`src/rtl/hilo_muldiv.sv`:
```
// HI/LO register pair with single-cycle multiply/MTHI/MTLO and a W-cycle restoring divider.
// Define HILO_MADD_EN to build the signed MADD/MSUB accumulate path (ops 110/111).
module hilo_muldiv #(
  parameter int W = 32
) (
  input  logic         clk,
  input  logic         rst,
  input  logic         start,
  input  logic [2:0]   op,
  input  logic [W-1:0] src_a,
  input  logic [W-1:0] src_b,
  input  logic         flush,
  input  logic         rd_hi,
  output logic         busy,
  output logic         done,
  output logic [W-1:0] hi,
  output logic [W-1:0] lo,
  output logic [W-1:0] hilo_rd
);

  localparam int CW = $clog2(W + 1);

  localparam logic [2:0] OP_MULT  = 3'b000;
  localparam logic [2:0] OP_MULTU = 3'b001;
  localparam logic [2:0] OP_DIV   = 3'b010;
  localparam logic [2:0] OP_DIVU  = 3'b011;
  localparam logic [2:0] OP_MTHI  = 3'b100;
  localparam logic [2:0] OP_MTLO  = 3'b101;
`ifdef HILO_MADD_EN
  localparam logic [2:0] OP_MADD  = 3'b110;
  localparam logic [2:0] OP_MSUB  = 3'b111;
`endif

  typedef enum logic [1:0] {IDLE, DIV, FIX} state_t;

  state_t         state, state_nxt;
  logic [CW-1:0]  count;
  logic [W-1:0]   hi_q, lo_q;
  logic [W-1:0]   divisor, rem, quo;
  logic           neg_quo, neg_rem, div_zero;

  logic           accept, is_div, signed_div, a_neg, b_neg, mul_signed;
  logic [W-1:0]   mag_a, mag_b, quo_fix, rem_fix;
  logic [2*W-1:0] a_ext, b_ext, prod;
  logic [W:0]     rem_sh, trial;
`ifdef HILO_MADD_EN
  logic [2*W-1:0] acc;
`endif

  assign accept     = (state == IDLE) && start && !flush;
  assign is_div     = (op == OP_DIV) || (op == OP_DIVU);
  assign signed_div = (op == OP_DIV);
  assign a_neg      = signed_div && src_a[W-1];
  assign b_neg      = signed_div && src_b[W-1];
  assign mag_a      = a_neg ? -src_a : src_a;
  assign mag_b      = b_neg ? -src_b : src_b;

  // Sign-extending both operands to 2W bits makes one modulo-2^2W multiplier serve signed and unsigned.
  assign mul_signed = (op != OP_MULTU);
  assign a_ext      = {{W{mul_signed & src_a[W-1]}}, src_a};
  assign b_ext      = {{W{mul_signed & src_b[W-1]}}, src_b};
  assign prod       = a_ext * b_ext;
`ifdef HILO_MADD_EN
  assign acc        = op[0] ? ({hi_q, lo_q} - prod) : ({hi_q, lo_q} + prod);
`endif

  assign rem_sh  = {rem, quo[W-1]};
  assign trial   = rem_sh - {1'b0, divisor};
  assign quo_fix = neg_quo ? -quo : quo;
  assign rem_fix = neg_rem ? -rem : rem;

  assign busy    = (state != IDLE);
  assign hi      = hi_q;
  assign lo      = lo_q;
  assign hilo_rd = rd_hi ? hi_q : lo_q;

  always_ff @(posedge clk or negedge rst) begin
    if (!rst) state <= IDLE;
    else      state <= state_nxt;
  end

  always_comb begin
    state_nxt = state;
    case (state)
      IDLE:    if (accept && is_div) state_nxt = DIV;
      DIV:     if (flush) state_nxt = IDLE;
               else if (count == CW'(1)) state_nxt = FIX;
      FIX:     state_nxt = IDLE;
      default: state_nxt = IDLE;
    endcase
  end

  always_ff @(posedge clk or negedge rst) begin
    if (!rst) begin
      hi_q     <= '0;
      lo_q     <= '0;
      done     <= 1'b0;
      count    <= '0;
      divisor  <= '0;
      rem      <= '0;
      quo      <= '0;
      neg_quo  <= 1'b0;
      neg_rem  <= 1'b0;
      div_zero <= 1'b0;
    end else begin
      done <= 1'b0;
      case (state)
        IDLE: if (accept) begin
          case (op)
            OP_MULT, OP_MULTU: begin
              {hi_q, lo_q} <= prod;
              done         <= 1'b1;
            end
            OP_MTHI: begin
              hi_q <= src_a;
              done <= 1'b1;
            end
            OP_MTLO: begin
              lo_q <= src_a;
              done <= 1'b1;
            end
            OP_DIV, OP_DIVU: begin
              divisor  <= mag_b;
              quo      <= mag_a;
              rem      <= '0;
              count    <= CW'(W);
              neg_quo  <= a_neg ^ b_neg;
              neg_rem  <= a_neg;
              div_zero <= (src_b == '0);
            end
`ifdef HILO_MADD_EN
            OP_MADD, OP_MSUB: begin
              {hi_q, lo_q} <= acc;
              done         <= 1'b1;
            end
`endif
            default: ;
          endcase
        end
        // A borrow out of the trial subtraction means the divisor did not fit: keep the shifted remainder.
        DIV: begin
          if (flush) begin
            count <= '0;
          end else begin
            rem   <= trial[W] ? rem_sh[W-1:0] : trial[W-1:0];
            quo   <= {quo[W-2:0], ~trial[W]};
            count <= count - CW'(1);
          end
        end
        FIX: begin
          if (!flush) begin
            lo_q <= div_zero ? '1 : quo_fix;
            hi_q <= rem_fix;
            done <= 1'b1;
          end
        end
        default: ;
      endcase
    end
  end

endmodule

```
`config.mk`:
```
export PLATFORM = sky130hd
export DESIGN_NAME = hilo_muldiv
export DESIGN_NICKNAME = d
export VERILOG_FILES = /design/src/rtl/hilo_muldiv.sv
export SDC_FILE = /design/constraint.sdc
export NUM_CORES = 2
export LEC_CHECK = 0
export ABC_AREA = 1
export CAP_MARGIN = 20
export CORE_ASPECT_RATIO = 0.6
export CORE_MARGIN = 3
export CORE_UTILIZATION = 44
export CTS_CLUSTER_DIAMETER = 80
export CTS_CLUSTER_SIZE = 16
export DETAILED_ROUTE_END_ITERATION = 12
export PLACE_DENSITY_LB_ADDON = 0.12
export SYNTH_ARGS = -nofsm -noshare
export SYNTH_HDL_FRONTEND = slang
export SYNTH_SLANG_ARGS = --single-unit
```
`constraint.sdc`:
```
create_clock -name clk -period 5.5 [get_ports clk]
set_clock_uncertainty 0.1 [all_clocks]
set_input_delay 1.1 -clock clk [delete_from_list [all_inputs] [get_ports clk]]
set_output_delay 1.1 -clock clk [all_outputs]
set_load 0.01 [all_outputs]
```
; ---- Word-level counts from Yosys, hierarchy flattened
; Cells that the tools add are included.
[op_classes]
mul = 1
eq_ne = 17
mux = 35
addsub = 6
n_reduce_logical = 22
bitwise_logic = 4
[op_table]
columns = op, n
row1 = 2-to-1 mux 32 bit, 17
row2 = one-hot mux 32 bit (2 select lines), 6
row3 = negator 32 bit, 4
row4 = multiplier 33 x 33 -> 64 bit, 1
row5 = subtractor 33 x 32 -> 33 bit, 1
row6 = zero test 32 bit, 1
row7 = 2-to-1 mux 6 bit, 3
row8 = one-hot mux 6 bit (2 select lines), 1
row9 = AND reduction 4 bit, 3
row10 = != test 3 x 1 -> 1 bit (second input constant), 3
row11 = == test 3 x 2 -> 1 bit (second input constant), 2
row12 = == test 3 bit (second input constant), 2
row13 = == test 6 x 1 -> 1 bit (second input constant), 1
row14 = 2-to-1 mux 2 bit, 3
row15 = != test 2 bit (second input constant), 3
row16 = AND reduction 3 bit, 2
row17 = nonzero test 2 bit, 3
row18 = subtractor 6 x 1 -> 6 bit (second input constant), 1
row19 = logical AND 1 bit, 5
row20 = != test 2 x 1 -> 1 bit (second input constant), 2
row21 = one-hot mux 2 bit (2 select lines), 1
row22 = OR reduction 2 bit, 2
row23 = OR reduction 4 bit, 1
row24 = == test 3 x 1 -> 1 bit (second input constant), 1
row25 = other kinds (13), 16
[word_totals]
in_bits = 72
word_cells = 96
output_inout_bits = 98
reg_bits = 172

; ---- Longest topological paths before layout
[depth]
ltp_word = 6
ltp_mapped = 36
depth_no_buf = 35

; ---- Worst setup path after synthesis
; OpenSTA, ideal clock, no wires.
[synth_path]
kind = input to register
from = in op[2]
to = reg hi_q[29] (netlist: hi[29])
path_buffers = 1
setup_time_ns = 0.077
slack_ns = -3.007
required_time_ns = 5.323
stages = 31
t_arrival_ns = 8.330
path_cell_list = nor2_2 -> nand2_2 -> nand2_1 -> clkbuf_1 -> nor2_1 -> fa_1 -> inv_1 -> fa_1 -> inv_1 -> fa_1 -> inv_1 -> fa_1 -> fa_1 -> inv_1 -> fa_1 -> inv_1 -> fa_1 -> fa_1 -> inv_1 -> ha_1 -> nand2_1 -> nor2_1 -> inv_1 -> nor2_1 -> and3_1 -> nand2_1 -> nand3_1 -> nand2_1 -> nand3_1 -> nand2_1 -> a21oi_1
[synth_via]
elab_chain_cells = 6
word_cells_on_any_way = 13
cone_classes = 1 x mul / 4 x eq/ne / 3 x mux / 2 x bitwise / 3 x reduce/logical
[synth_rtl]
columns = item, line_no
row1 = "start, declared", 9  ; input logic [2:0] op,
row2 = != test 3 x 1 -> 1 bit, 59  ; assign mul_signed = (op != OP_MULTU);
row3 = AND 1 bit (on tied branches), "60, 61"
row4 = multiplier 33 x 33 -> 64 bit, 62  ; assign prod = a_ext * b_ext;
row5 = one-hot mux 32 bit (2 select lines), 109  ; case (op)
row6 = 2-to-1 mux 32 bit, 108  ; IDLE: if (accept) begin
row7 = one-hot mux 32 bit (2 select lines), 107  ; case (state)
row8 = "end signal, assigned", 111  ; {hi_q, lo_q} <= prod;
row9 = "end signal, assigned", 115  ; hi_q <= src_a;
row10 = "end signal, assigned", 153  ; hi_q <= rem_fix;
row11 = "end, declared", 38  ; logic [W-1:0] hi_q, lo_q;
; Several ways; a longest one is shown, not always the timed one. The select of a mux whose other input is x is not followed.
; A chain may end at the register's enable or synchronous reset.

; ---- Worst setup path after layout
[layout_path]
from = in op[1]
to = reg hi_q[31] (netlist: hi[31])
; The elaborated chain is that of the path after synthesis.

==> flow_metrics.env <==
export IMPL_ys_ff_latch=172
export IMPL_hold_viol_final=0
export IMPL_drcViolationCount=0
export IMPL_clock_root_buffer="clkbuf_16"
export IMPL_mostFrequentLayoutCell="inv_1"
export IMPL_drv_cap=0
export IMPL_area_growth_pct=31.67
export IMPL_start_util_pct=44.72
export IMPL_rsz0062_at_grt="true"
export IMPL_cts_tree="built"
export IMPL_post_route_min_period_ns=7.908
export IMPL_hpwl_mm=182.0
export IMPL_synth_edff_count=0
export IMPL_status="complete, but fails checks"
export IMPL_r2r_cells=16
export IMPL_avgSynthCellArea_um2=7.442
export IMPL_worstPathMaxFanout=5
export IMPL_ctsHtreeMaxLevel=4
export IMPL_coreArea_um2=120000
export IMPL_vias_per_cell=5.329
export IMPL_worstSetupEndpointType="register"
export IMPL_gr_total_overflow=0
export IMPL_die_w_um=457.0
export IMPL_rows=98
export IMPL_drtIter0Drc=5421
export IMPL_wl_mm=228.0
export IMPL_pre_cts_slack_ns=-3.559
export IMPL_grt_max_degree=84
export IMPL_fin_crit_sh_pct=143.8
export IMPL_drive_above_1_share_pct=24.52
export IMPL_final_util_pct=58.89
export IMPL_syn_area_um2=53690
export IMPL_cpPeakStageDelay_ns=0.60
export IMPL_grt_util_all_layers_pct=34.89
export IMPL_ys_seq_area_share_pct=8.017
export IMPL_syn_num_nets=8662
export IMPL_finalSetupViolCount=55
export IMPL_timing_rr_start="quo[31]"
export IMPL_crit_arrival_ns=8.21
export IMPL_io_buffers=169
export IMPL_cp_required_ns=5.80
export IMPL_cts_sinks=172
export IMPL_fin_setup_tns_ns=-105.87
export IMPL_drtAntennaViolNets=0
export IMPL_hold_start="divisor[27]"
export IMPL_vias=51251
export IMPL_place_congestion=0.9755
export IMPL_avgRoutedWirePerCell_um=23.71
export IMPL_async_flop_share_pct=100.0
export IMPL_hp_class="reg2reg"
export IMPL_grt_pass1_vias=50807
export IMPL_grt_first_pass_wirelength_mm=332.1
export IMPL_min_to="divisor[27]"
export IMPL_crit_family="adder cells"
export IMPL_cp_slowest_cell="fa_2"
export IMPL_cts_buffers_inserted=17
export IMPL_slew_violations=0
export IMPL_dieArea_um2=126400
export IMPL_regToRegSetupSlack_ns=1.33
export IMPL_die_y_um=276.6
export IMPL_cts_buffer_depth=2
export IMPL_critical_path_class="in2reg"
export IMPL_hold_depth=2
export IMPL_worst_slack_ns=-2.408
export IMPL_final_nets=9445
export IMPL_r2r_end="rem[21]"
export IMPL_top_level_ports=170
export IMPL_ys_warn_count=0
export IMPL_antenna_found_initial=9
export IMPL_maxSlewHeadroom_pct=25.00
export IMPL_failed_checks="negative setup slack"
export IMPL_clk_pin_slew_ns=0.08
export IMPL_synth_cell_type_count=55
export IMPL_critPathLaunchType="input pin"
export IMPL_crit_buf_inv=11
export IMPL_fmax_ghz=0.1265
export IMPL_ctsHoldBuffers=0
export IMPL_crit_top_cell="fa_1"
export IMPL_worst_slew_pin_slew_ns=1.124
export IMPL_synth_flop_cell="dfrtp_1"
export IMPL_syn_inst=7214
export IMPL_clock_latency_ns=0.48
export IMPL_layout_common_cells="1719 x inv_1, 1625 x nand2_1, 1060 x fa_1"
export IMPL_drt_pass1_iterations=6
==> cell families (layout without fill, tap and decap cells) <==
kind of cell,Yosys count,in the layout,share of synthesized area [%]
mux,9,9,0.1888
flops,172,172,8.017
compound gates,741,741,7.471
simple gates,2615,2615,19.58
other cells,0,7,0
fa+ha+maj,1376,1376,47.81
buf+inv,2223,3019,15.66
xor+xnor,78,78,1.272
==> sequential cells by signal, summed over array words and instances (netlist names) <==
register / count
quo: 32
state: 2
count: 6
rem: 32
neg_rem: 1
done: 1
lo: 32
hi: 32
div_zero: 1
divisor: 32
neg_quo: 1
==> metal layers <==
metal	vias up	routed length, um	global-route usage, %
met3	184	27480	7.971
met4	2	4729	4.957
met1	25938	105500	56.18
met2	2470	90280	48.02
met5	-	11	0
li1	22657	-	-
==> worst reg2reg max path: stages (launching register included) <==
cell and delay [ns]:
dfrtp_1 0.38, inv_1 0.13, ha_1 0.17, inv_1 0.18, fa_1 0.57, nand3_1 0.12, nand3_1 0.17, nand3_1 0.13
nand2_1 0.17, nand2_1 0.14, nand3_2 0.11, nand3_2 0.10, nand3_1 0.09, nand2_2 0.65, o21ai_0 0.57, nand3_1 0.18
o21ai_0 0.09
==> synthesized netlist by cell type, types with 5 or more instances <==
cell type	instances	area share, %
o21bai_1	31	0.43
xor2_1	49	0.80
nand2_1	1834	13
xnor2_1	29	0.47
buf_2	19	0.18
inv_2	13	0.091
o21ai_1	13	0.12
o211ai_1	29	0.41
or2_2	7	0.082
nand3b_1	7	0.098
clkbuf_1	235	1.6
nand3_1	266	2.5
a21oi_1	264	2.5
ha_1	250	5.8
nor3_2	5	0.093
nor4_1	7	0.082
o221ai_1	8	0.13
o22ai_1	10	0.12
fa_1	1126	42
o21ai_0	339	3.2
dfrtp_1	172	8.0
a21o_1	7	0.098
nor2_1	382	2.7
buf_1	85	0.59
mux2_2	9	0.19
o21a_1	7	0.098
a31oi_1	19	0.22
buf_4	5	0.070
and3_1	5	0.058
nor2_2	12	0.14
nand4_1	33	0.38
nor3_1	41	0.38
o31ai_1	5	0.070
inv_1	1861	13
==> cell type report <==
| class | count | area, um2 |
|---|---|---|
| inverters | 1877 | 7101 |
| diodes | 7 | 17.52 |
| well taps | 1600 | 2002 |
| repair buffers | 1110 | 11030 |
| fillers | 11016 | 49350 |
| multi-input cells | 4819 | 45650 |
| clock inverters | 13 | 140.1 |
| clock buffers | 19 | 452.9 |
| flip-flops and latches | 172 | 4304 |
==> metrics by stage <==
stage               hold WS, ns  area, um2  std cells
floorplan                0.3489      56500       7214
global placement         0.3735      63410       9373
detailed placement       0.3770      63420       9374
CTS                      0.3938      68090       9510
global route             0.4121      70690       9614
finish                   0.3895      70690       9617
==> worst max-delay path by stage <==
stage,from,depth (start not counted),endpoint,slack (ns)
5_1_grt,op[1],35,hi[31],-2.56
3_3_place_gp,src_b[4],27,hi[9],-3.56
4_1_cts,op[2],30,hi[22],-2.37
2_1_floorplan,op[1],30,hi[31],-2.43
3_5_place_dp,src_b[4],25,hi[14],-3.56
6_report,op[1],33,hi[31],-2.41
==> repair_timing <==
action / CTS / global route
pin swaps: 375 / 367
endpoints found under the setup margin: 58 / 57
setup buffers: 105 / 107
gates resized for setup: 831 / 433
gates cloned: 9 / 9
Power is not shown: default switching activity piles up to over one toggle a cycle in this logic, so the estimate is an artifact.
